--- src/rtl/position_updater_pkg.sv ---
// rtl/position_updater_pkg.sv - shared constants and FSM encoding for the position updater
package position_updater_pkg;

    localparam int H_RES  = 640;
    localparam int V_RES  = 480;
    localparam int X_W    = 10;
    localparam int Y_W    = 9;
    localparam int AXIS_W = 11;
    localparam int X_RST  = 400;
    localparam int Y_RST  = 300;

    typedef enum logic [1:0] {
        IDLE   = 2'd0,
        CALC   = 2'd1,
        STROBE = 2'd2,
        HOLD   = 2'd3
    } state_t;

endpackage

--- src/rtl/position_updater_if.sv ---
// rtl/position_updater_if.sv - buttons, position feedback and write port of the position memory
interface position_updater_if;
    import position_updater_pkg::*;

    logic           btn_up;
    logic           btn_down;
    logic           btn_left;
    logic           btn_right;
    logic [X_W-1:0] Xcur;
    logic [Y_W-1:0] Ycur;
    logic [X_W-1:0] Xnew;
    logic [Y_W-1:0] Ynew;
    logic           WE;
    logic           busy;

    modport master (
        input  btn_up, btn_down, btn_left, btn_right, Xcur, Ycur,
        output Xnew, Ynew, WE, busy
    );

    modport slave (
        output btn_up, btn_down, btn_left, btn_right, Xcur, Ycur,
        input  Xnew, Ynew, WE, busy
    );

endinterface

--- src/rtl/position_updater_move_tick_gen.sv ---
// rtl/position_updater_move_tick_gen.sv - free-running divider producing a one-cycle movement tick
module move_tick_gen #(
    parameter int TICK_DIV = 2_500_000
) (
    input  logic clk,
    input  logic reset,
    output logic tick
);

    localparam int CNT_W = (TICK_DIV > 1) ? $clog2(TICK_DIV) : 1;
    localparam logic [CNT_W-1:0] CNT_LAST = CNT_W'(TICK_DIV - 1);

    logic [CNT_W-1:0] cnt_q;
    logic [CNT_W-1:0] cnt_d;

    // Tick on the last count, then wrap back to zero.
    always_comb begin
        tick  = (cnt_q == CNT_LAST);
        cnt_d = tick ? '0 : cnt_q + CNT_W'(1);
    end

    // Counter register.
    always_ff @(posedge clk) begin
        if (reset) begin
            cnt_q <= '0;
        end else begin
            cnt_q <= cnt_d;
        end
    end

endmodule

--- src/rtl/position_updater.sv ---
// rtl/position_updater.sv - per-tick clamped object move with a single write strobe to position memory
module position_updater
    import position_updater_pkg::*;
#(
    parameter int STEP     = 8,
    parameter int H_RES    = position_updater_pkg::H_RES,
    parameter int V_RES    = position_updater_pkg::V_RES,
    parameter int OBJ_W    = 32,
    parameter int OBJ_H    = 32,
    parameter int TICK_DIV = 2_500_000,
    parameter int X_RST    = position_updater_pkg::X_RST,
    parameter int Y_RST    = position_updater_pkg::Y_RST
) (
    input  logic               clk,
    input  logic               reset,
    position_updater_if.master bus
);

    localparam logic [AXIS_W-1:0] XMAX   = AXIS_W'(H_RES - OBJ_W);
    localparam logic [AXIS_W-1:0] YMAX   = AXIS_W'(V_RES - OBJ_H);
    localparam logic [AXIS_W-1:0] STEP_A = AXIS_W'(STEP);

    // Opposing buttons cancel; the result is always pulled into [0, lim],
    // which also repairs feedback that is already out of range.
    function automatic logic [AXIS_W-1:0] axis_next(
        input logic [AXIS_W-1:0] cur,
        input logic              dec,
        input logic              inc,
        input logic [AXIS_W-1:0] step,
        input logic [AXIS_W-1:0] lim
    );
        logic [AXIS_W-1:0] raw;
        if (dec && !inc) begin
            raw = (cur < step) ? '0 : cur - step;
        end else if (inc && !dec) begin
            raw = cur + step;
        end else begin
            raw = cur;
        end
        return (raw > lim) ? lim : raw;
    endfunction

    logic              tick;
    state_t            state_q, state_d;
    logic [3:0]        btn_q, btn_d;
    logic [X_W-1:0]    xnew_q, xnew_d;
    logic [Y_W-1:0]    ynew_q, ynew_d;
    logic              we_q, we_d;
    logic              busy_q, busy_d;
    logic [AXIS_W-1:0] x_cur, y_cur, x_tgt, y_tgt;

    move_tick_gen #(
        .TICK_DIV(TICK_DIV)
    ) u_tick (
        .clk  (clk),
        .reset(reset),
        .tick (tick)
    );

    // Target position from the latched buttons {up, down, left, right} and memory feedback.
    always_comb begin
        x_cur = {1'b0, bus.Xcur};
        y_cur = {2'b00, bus.Ycur};
        x_tgt = axis_next(x_cur, btn_q[1], btn_q[0], STEP_A, XMAX);
        y_tgt = axis_next(y_cur, btn_q[3], btn_q[2], STEP_A, YMAX);
    end

    // Next state; WE and busy are derived from the next state so they leave the flops clean.
    always_comb begin
        state_d = state_q;
        btn_d   = btn_q;
        xnew_d  = xnew_q;
        ynew_d  = ynew_q;
        case (state_q)
            IDLE: begin
                if (tick && (bus.btn_up || bus.btn_down || bus.btn_left || bus.btn_right)) begin
                    btn_d   = {bus.btn_up, bus.btn_down, bus.btn_left, bus.btn_right};
                    state_d = CALC;
                end
            end
            CALC: begin
                if ((x_tgt != x_cur) || (y_tgt != y_cur)) begin
                    xnew_d  = x_tgt[X_W-1:0];
                    ynew_d  = y_tgt[Y_W-1:0];
                    state_d = STROBE;
                end else begin
                    state_d = IDLE;
                end
            end
            STROBE:  state_d = HOLD;
            HOLD:    state_d = IDLE;
            default: state_d = IDLE;
        endcase
        we_d   = (state_d == STROBE);
        busy_d = (state_d != IDLE);
    end

    // State and output registers.
    always_ff @(posedge clk) begin
        if (reset) begin
            state_q <= IDLE;
            btn_q   <= '0;
            xnew_q  <= X_W'(X_RST);
            ynew_q  <= Y_W'(Y_RST);
            we_q    <= 1'b0;
            busy_q  <= 1'b0;
        end else begin
            state_q <= state_d;
            btn_q   <= btn_d;
            xnew_q  <= xnew_d;
            ynew_q  <= ynew_d;
            we_q    <= we_d;
            busy_q  <= busy_d;
        end
    end

    assign bus.Xnew = xnew_q;
    assign bus.Ynew = ynew_q;
    assign bus.WE   = we_q;
    assign bus.busy = busy_q;

endmodule

--- src/flat_wrapper.sv ---
// flat-port wrapper written by rule: the top's interface ports become plain ports
module position_updater_flat import position_updater_pkg::*;
#(
    parameter int STEP     = 8,
    parameter int H_RES    = position_updater_pkg::H_RES,
    parameter int V_RES    = position_updater_pkg::V_RES,
    parameter int OBJ_W    = 32,
    parameter int OBJ_H    = 32,
    parameter int TICK_DIV = 2_500_000,
    parameter int X_RST    = position_updater_pkg::X_RST,
    parameter int Y_RST    = position_updater_pkg::Y_RST
)
  (clk, reset, bus_btn_up, bus_btn_down, bus_btn_left, bus_btn_right, bus_Xcur, bus_Ycur, bus_Xnew, bus_Ynew, bus_WE, bus_busy);
  position_updater_if bus_i ();
  input  logic clk;
  input  logic reset;
  input wire logic [$bits(bus_i.btn_up)-1:0] bus_btn_up;
  input wire logic [$bits(bus_i.btn_down)-1:0] bus_btn_down;
  input wire logic [$bits(bus_i.btn_left)-1:0] bus_btn_left;
  input wire logic [$bits(bus_i.btn_right)-1:0] bus_btn_right;
  input wire logic [$bits(bus_i.Xcur)-1:0] bus_Xcur;
  input wire logic [$bits(bus_i.Ycur)-1:0] bus_Ycur;
  output wire logic [$bits(bus_i.Xnew)-1:0] bus_Xnew;
  output wire logic [$bits(bus_i.Ynew)-1:0] bus_Ynew;
  output wire logic [$bits(bus_i.WE)-1:0] bus_WE;
  output wire logic [$bits(bus_i.busy)-1:0] bus_busy;
  assign bus_i.btn_up = bus_btn_up;
  assign bus_i.btn_down = bus_btn_down;
  assign bus_i.btn_left = bus_btn_left;
  assign bus_i.btn_right = bus_btn_right;
  assign bus_i.Xcur = bus_Xcur;
  assign bus_i.Ycur = bus_Ycur;
  assign bus_Xnew = bus_i.Xnew;
  assign bus_Ynew = bus_i.Ynew;
  assign bus_WE = bus_i.WE;
  assign bus_busy = bus_i.busy;
  position_updater #(.STEP(STEP), .H_RES(H_RES), .V_RES(V_RES), .OBJ_W(OBJ_W), .OBJ_H(OBJ_H), .TICK_DIV(TICK_DIV), .X_RST(X_RST), .Y_RST(Y_RST)) u_core (.clk(clk), .reset(reset), .bus(bus_i));
endmodule
--- config.mk ---
export PLATFORM = sky130hd
export DESIGN_NAME = position_updater_flat
export DESIGN_NICKNAME = d
export VERILOG_FILES = /design/src/rtl/position_updater_pkg.sv /design/src/rtl/position_updater_if.sv /design/src/rtl/position_updater_move_tick_gen.sv /design/src/rtl/position_updater.sv /design/src/flat_wrapper.sv
export SDC_FILE = /design/constraint.sdc
export NUM_CORES = 1
export LEC_CHECK = 0
export BUFFER_PORTS_ARGS = -buffer_cell sky130_fd_sc_hd__buf_2
export CAP_MARGIN = 5
export CORE_MARGIN = 5
export CORE_UTILIZATION = 40
export DETAILED_ROUTE_END_ITERATION = 10
export GPL_ROUTABILITY_DRIVEN = 1
export PLACE_DENSITY = 0.7
export RECOVER_POWER = 100
export SYNTH_ARGS = -nofsm -noshare
export SYNTH_HDL_FRONTEND = slang
export SYNTH_HIERARCHICAL = 1
export SYNTH_SLANG_ARGS = --single-unit
--- constraint.sdc ---
create_clock -name clk -period 4.3 [get_ports clk]
set_clock_uncertainty 0.15 [all_clocks]
set_input_delay 0.215 -clock clk [delete_from_list [all_inputs] [get_ports clk]]
set_output_delay 0.215 -clock clk [all_outputs]
set_load 0.05 [all_outputs]
# After elaboration in Yosys (flattened, before gate mapping)
# Cells that the tools add are included.
[op_classes]
eq_ne = 7
n_lt_le_gt_ge = 4
muxes = 11
reduce_logical = 18
shifts = 0
div_mod_pow = 0
mul = 0
bitwise_logic = 0
addsub = 5
[op_table]
columns = ["op", "n"]
rows = [
  ["11-bit 2-to-1 mux", 8],
  ["22-bit by 1-bit adder with 22-bit output, second input constant", 1],
  ["22-bit == test, second input constant", 1],
  ["10-bit by 4-bit adder with 11-bit output, second input constant", 1],
  ["11-bit by 10-bit > comparator with 1-bit output, second input constant", 1],
  ["11-bit by 9-bit > comparator with 1-bit output, second input constant", 1],
  ["11-bit by 10-bit inequality test with 1-bit output", 1],
  ["11-bit by 9-bit inequality test with 1-bit output", 1],
  ["10-bit by 4-bit subtractor with 11-bit output, second input constant", 1],
  ["9-bit by 4-bit adder with 10-bit output, second input constant", 1],
  ["10-bit by 4-bit less-than comparator with 1-bit output, second input constant", 1],
  ["9-bit by 4-bit subtractor with 10-bit output, second input constant", 1],
  ["9-bit by 4-bit less-than comparator with 1-bit output, second input constant", 1],
  ["2-bit one-hot mux with 4 select lines", 1],
  ["2-bit == test, second input constant", 3],
  ["1-bit logical AND", 5],
  ["1-bit zero test", 4],
  ["1-bit logical OR", 4],
  ["2-bit 2-to-1 mux", 2],
  ["2-bit AND reduction", 2],
  ["2-bit by 1-bit == test with 1-bit output, second input constant", 1],
  ["2-bit zero test", 1],
  ["2-bit nonzero test", 1],
  ["2-bit OR reduction", 1],
]
[word_totals]
output_inout_bits = 21
ff_bits = 49
elab_cells = 52
mem_bits_ro = 0
ramBits = 0
latchBits = 0
memories = 0

# Logic depth before layout (Yosys ltp)
[depth]
word_depth = 11
ltp_mapped = 14

# By module
# Netlist, hierarchy kept.
[by_module_without_submodules]
columns = ["mod", "cells_per_inst", "area_per_inst_um2", "instances"]
rows = [
  ["position_updater", 382, 2728.9, 1],
  ["move_tick_gen", 120, 1029.7, 1],
]

# Worst setup path before layout
# Ideal clock, no wire load.
[synth_path]
kind = "input -> register"
start = "input port bus_Ycur[3]"
end = "register u_core.xnew_q[7], in the netlist u_core/bus.Xnew[7]"
arrival_ps = 2944
cell_stages = 14
path_slack_ps = 1064
path_cell_list = "buf_2 inv_1 ha_1 nand3b_1 o22a_1 nor4_1 a22oi_1 o21ai_2 mux2i_1 a221o_1 buf_2 buf_2 o311ai_1 o211ai_1"
[synth_via]
elab_chain_len = 8
elab_cells_between_ends = 11
classes_between = "add/sub: 2; order compare: 2; eq/ne: 1; mux: 4; reduce/logical: 2"
[synth_lines]
columns = ["element", "line_no", "source"]
rows = [
  ["from (decl)", "flat_wrapper.sv:22", "input wire logic [$bits(bus_i.Ycur)-1:0] bus_Ycur;"],
  ["9-bit by 4-bit adder with 10-bit output (tied with other cells)", "position_updater.sv:36", "raw = cur + step;"],
  ["11-bit 2-to-1 mux (on tied branches)", "position_updater.sv:35, position_updater.sv:34", ""],
  ["11-bit 2-to-1 mux", "position_updater.sv:33", "if (dec && !inc) begin"],
  ["11-bit by 9-bit > comparator with 1-bit output", "position_updater.sv:40", "return (raw > lim) ? lim : raw;"],
  ["11-bit 2-to-1 mux", "position_updater.sv:40", ""],
  ["11-bit by 9-bit inequality test with 1-bit output *", "position_updater.sv:82", "if ((x_tgt != x_cur) || (y_tgt != y_cur)) begin"],
  ["1-bit logical OR *", "position_updater.sv:82", ""],
  ["2-bit AND reduction (no source line) *", "--", ""],
  ["to (signal assigned)", "position_updater.sv:103", "xnew_q <= X_W'(X_RST);"],
  ["to (signal assigned)", "position_updater.sv:110", "xnew_q <= xnew_d;"],
  ["to (decl)", "position_updater.sv:46", "logic [X_W-1:0] xnew_q, xnew_d;"],
]
# Every way passes the cells marked *; elsewhere a longest branch is shown, timed or not.
# A chain may end at the register's enable or synchronous reset.

# Worst setup path after layout
[layout_path]
start = "register u_core.btn_q[1]"
end = "register u_core.xnew_q[3], in the netlist u_core/bus.Xnew[3]"
[layout_via]
elab_chain_len = 9
elab_cells_between_ends = 10
classes_between = "order compare: 1; eq/ne: 1; mux: 3; reduce/logical: 5"
[layout_lines]
columns = ["element", "line_no", "source"]
rows = [
  ["from (decl)", "position_updater.sv:45", "logic [3:0] btn_q, btn_d;"],
  ["from (signal assigned)", "position_updater.sv:109", "btn_q <= btn_d;"],
  ["1-bit zero test", "position_updater.sv:35", "end else if (inc && !dec) begin"],
  ["1-bit logical AND", "position_updater.sv:35", ""],
  ["11-bit 2-to-1 mux", "position_updater.sv:35", ""],
  ["11-bit 2-to-1 mux *", "position_updater.sv:33", ""],
  ["11-bit by 10-bit > comparator with 1-bit output", "position_updater.sv:40", ""],
  ["11-bit 2-to-1 mux *", "position_updater.sv:40", ""],
  ["11-bit by 10-bit inequality test with 1-bit output", "position_updater.sv:82", ""],
  ["1-bit logical OR", "position_updater.sv:82", ""],
  ["2-bit AND reduction (no source line)", "--", ""],
]
# Marks and branches as above.

==> flow_metrics.tcl <==
set metrics [dict create \
    met2_wirelength_um 4610 \
    status "complete, no violations" \
    ios 46 \
    clock.fmax_mhz 249 \
    ir_worst_vdd_mv 0.213 \
    reg2reg_depth 9 \
    critPathRequiredTime_ns 4.32 \
    antenna_found_initial 0 \
    routabilityCongestion 0.930 \
    routed_wl_um 10400 \
    min_period_ns 4.01 \
    critPathLaunch "u_core/btn_q[1]" \
    detailed_place.area_um2 3980 \
    setup_viol 0 \
    antennaDiodeCount 0 \
    synth.distinct_cells 82 \
    synth.cell_area_um2 3760 \
    fin_area_um2 4060 \
    grt_pass1_vias 3554 \
    worstReg2RegStart "u_core/btn_q[1]" \
    finalHoldViolations 0 \
    reg2reg_slack_ns 0.29 \
    slew_headroom_pct 27.1 \
    power_density_nw_per_um2 231 \
    viasPerCell 6.22 \
    fin_util_pct 44.2 \
    ys.warnings.count 6 \
    dp_hpwl_um 7680 \
    yosysTopAreaCell "dfxtp_1" \
    routedWlPerCell_um 16.3 \
    coreArea_um2 9200 \
    slew_violations 0 \
    cts-buffers-inserted 5 \
    cts.clk_slew.worst_paths_ns 0.09 \
    clk_latency_ns 0.30 \
    critPathLaunchType "flip-flop" \
    synth_top_area_share_pct 26.1 \
    synthFlopType "dfxtp_1" \
    tritoncts "done" \
    hold_path_class "primary input to flip-flop" \
    dieArea_um2 11400 \
    rr_endpoint "u_core/bus.Xnew[3]" \
    ant_nets 0 \
    final.fill_count 951 \
    num_vias 3960 \
    synth.yosys.seq_area_share_pct 26.1 \
    synth.area.top_cells "dfxtp_1 (26%), nor2_1 (5.1%), nand2_1 (4.6%)" \
    rows 35 \
    cts_sinks 49 \
    p_leak_nw 1.37 \
    drive_gt1_share_pct 10.5 \
    clk_path_buf_depth 2 \
    ys_ff_latch 49 \
    setup_tns_ns 0 \
    nets 555 \
    p_total_mw 0.940 \
    drc_errors 0 \
    crit_arrival_ns 4.03 \
    synth.most_common_cell "nor2_1" \
    drtIter0Drc 350 \
    hold_path_depth 3 \
    synth_cells 502 \
    syn_nets 532 \
    syn_to_final_growth_pct 8.06 \
    grt_util_all_layers_pct 17.9 \
    dieHeight_um 107 \
    die_width_um 107 \
    drv_cap 0 \
    critical_path_class "flip-flop to flip-flop" \
    wl_met3_um 740 \
    cts_hold_buf 1 \
    rsz0062_at_grt "false" \
    cp-end-kind "flip-flop" \
    highest_layer "met4" \
    synth_edf_count 0 \
    crit_path_end "u_core/bus.Xnew[3]" \
    finalCritPeriodShare_pct 93.3 \
    grt_max_degree 24 \
    cts_root_buf "clkbuf_8" \
    synth_commonest_cells "nor2_1 (51), dfxtp_1 (49), nand2_1 (46), a21oi_1 (33), inv_1 (25)" \
    worst_pin_slew_ns 1.08 \
    grt_pass1_wl_um 17100 \
    overflow 0 \
    ctsResizeCount 0 \
    syn_avg_cell_area_um2 7.49 \
    synthArstFlopShare_pct 0 \
    drt-met1-wl_um 4780 \
    path_max_fanout 23 \
    htree_levels 2 \
    postCtsSetupRepairBufs 0 \
    start_util_pct 40.9 \
    drt_pass1_iterations 5 \
    portBuffers 45 \
]
-- logic make-up (layout without fill, tap and decap cells) --
logic type | count (synthesis) | after routing | synth area share (%)
xor gates and xnor gates | 19 | 19 | 4.43
buffers and inverters | 59 | 83 | 6.89
muxes | 4 | 4 | 1.10
DFF | 49 | 49 | 26.1
adders and majority gates | 6 | 6 | 1.93
and+or+nand+nor | 226 | 226 | 33.6
AOI/OAI and AO/OA | 139 | 139 | 26.0
-- layer usage --
metal	vias up	track usage, %
met2	167	27.7
met1	1831	24.5
met5	-	0
li1	1933	-
met4	0	6.67
met3	29	3.61
-- state kept, by name (all words and copies together) (netlist names) --
name,flops
u_core/bus.Ynew,9
u_core/u_tick/cnt_q,22
u_core/btn_q,4
u_core/state_q,2
u_core/bus.Xnew,10
u_core/bus.WE,1
u_core/bus.busy,1
-- critical path, cell delays in order, from the launching register on --
cell and delay, ns:
dfxtp_1 0.72, nand2b_1 0.34, nor4_4 0.32, o21ai_0 0.20, a21boi_1 0.32, o211ai_1 0.22
or2_1 0.32, a221o_1 0.57, o31ai_2 0.53, o32ai_1 0.17
-- cell type report --
cell class / instances / area [um2] / area share (%)
clock buffer: 5 / 68.8 / 1.69
clock inverter: 3 / 43.8 / 1.08
inverter: 26 / 97.6 / 2.40
multi-input combinational: 394 / 2500 / 61.6
sequential: 49 / 981 / 24.2
tap: 111 / 139 / 3.42
timing repair buffer: 49 / 228 / 5.61
-- cells in the final DEF (no fill, tap or decap), types with 4 or more instances in the layout --
cell type  instances
nor3b_1            4
nand3_1           23
xnor2_1           12
nand3b_1           4
buf_2             24
and2_1             4
xor2_1             7
clkbuf_8           5
a211oi_1           5
a21oi_1           33
or4_1             13
nor4_1            11
o2111ai_1          4
nor2_1            51
clkbuf_1          22
or2_2              5
o31ai_1            4
dfxtp_1           49
and3_1             4
nor3_1            12
nand4_1            6
nand2b_1           7
o22ai_1            9
o211ai_1          11
or3_1              5
nand4b_1           5
a211o_1            4
a31oi_1            6
o21ai_0           16
inv_1             25
ha_1               5
o221ai_1           5
nand2_1           46
nor2b_1            6
-- how the worst min path moves through the flow --
stage / from / endpoint
finish: bus_btn_down / u_core/btn_q[2]
global route: bus_btn_down / u_core/btn_q[2]
CTS: bus_btn_down / u_core/btn_q[2]
global placement: u_core/u_tick/cnt_q[0] / u_core/u_tick/cnt_q[0]
detailed placement: u_core/u_tick/cnt_q[0] / u_core/u_tick/cnt_q[0]
floorplan: bus_btn_down / u_core/btn_q[2]
-- power by group --
part | internal (mW) | switching (mW) | total [mW]
logic | 0.0457 | 0.0989 | 0.145
clock network | 0.175 | 0.163 | 0.337
registers | 0.456 | 0.00256 | 0.458
-- stage by stage --
step | setup WS (ns) | hold slack (ns) | cells
after floorplan | 1.06 | 0.201 | 502
after global placement | 0.467 | 0.293 | 628
after detailed placement | 0.381 | 0.304 | 628
after CTS | 0.369 | 0.00786 | 637
after global routing | 0.0210 | 0.0219 | 637
final | 0.290 | 0.0176 | 637
No activity file was read; power rests on OpenSTA's default activity.
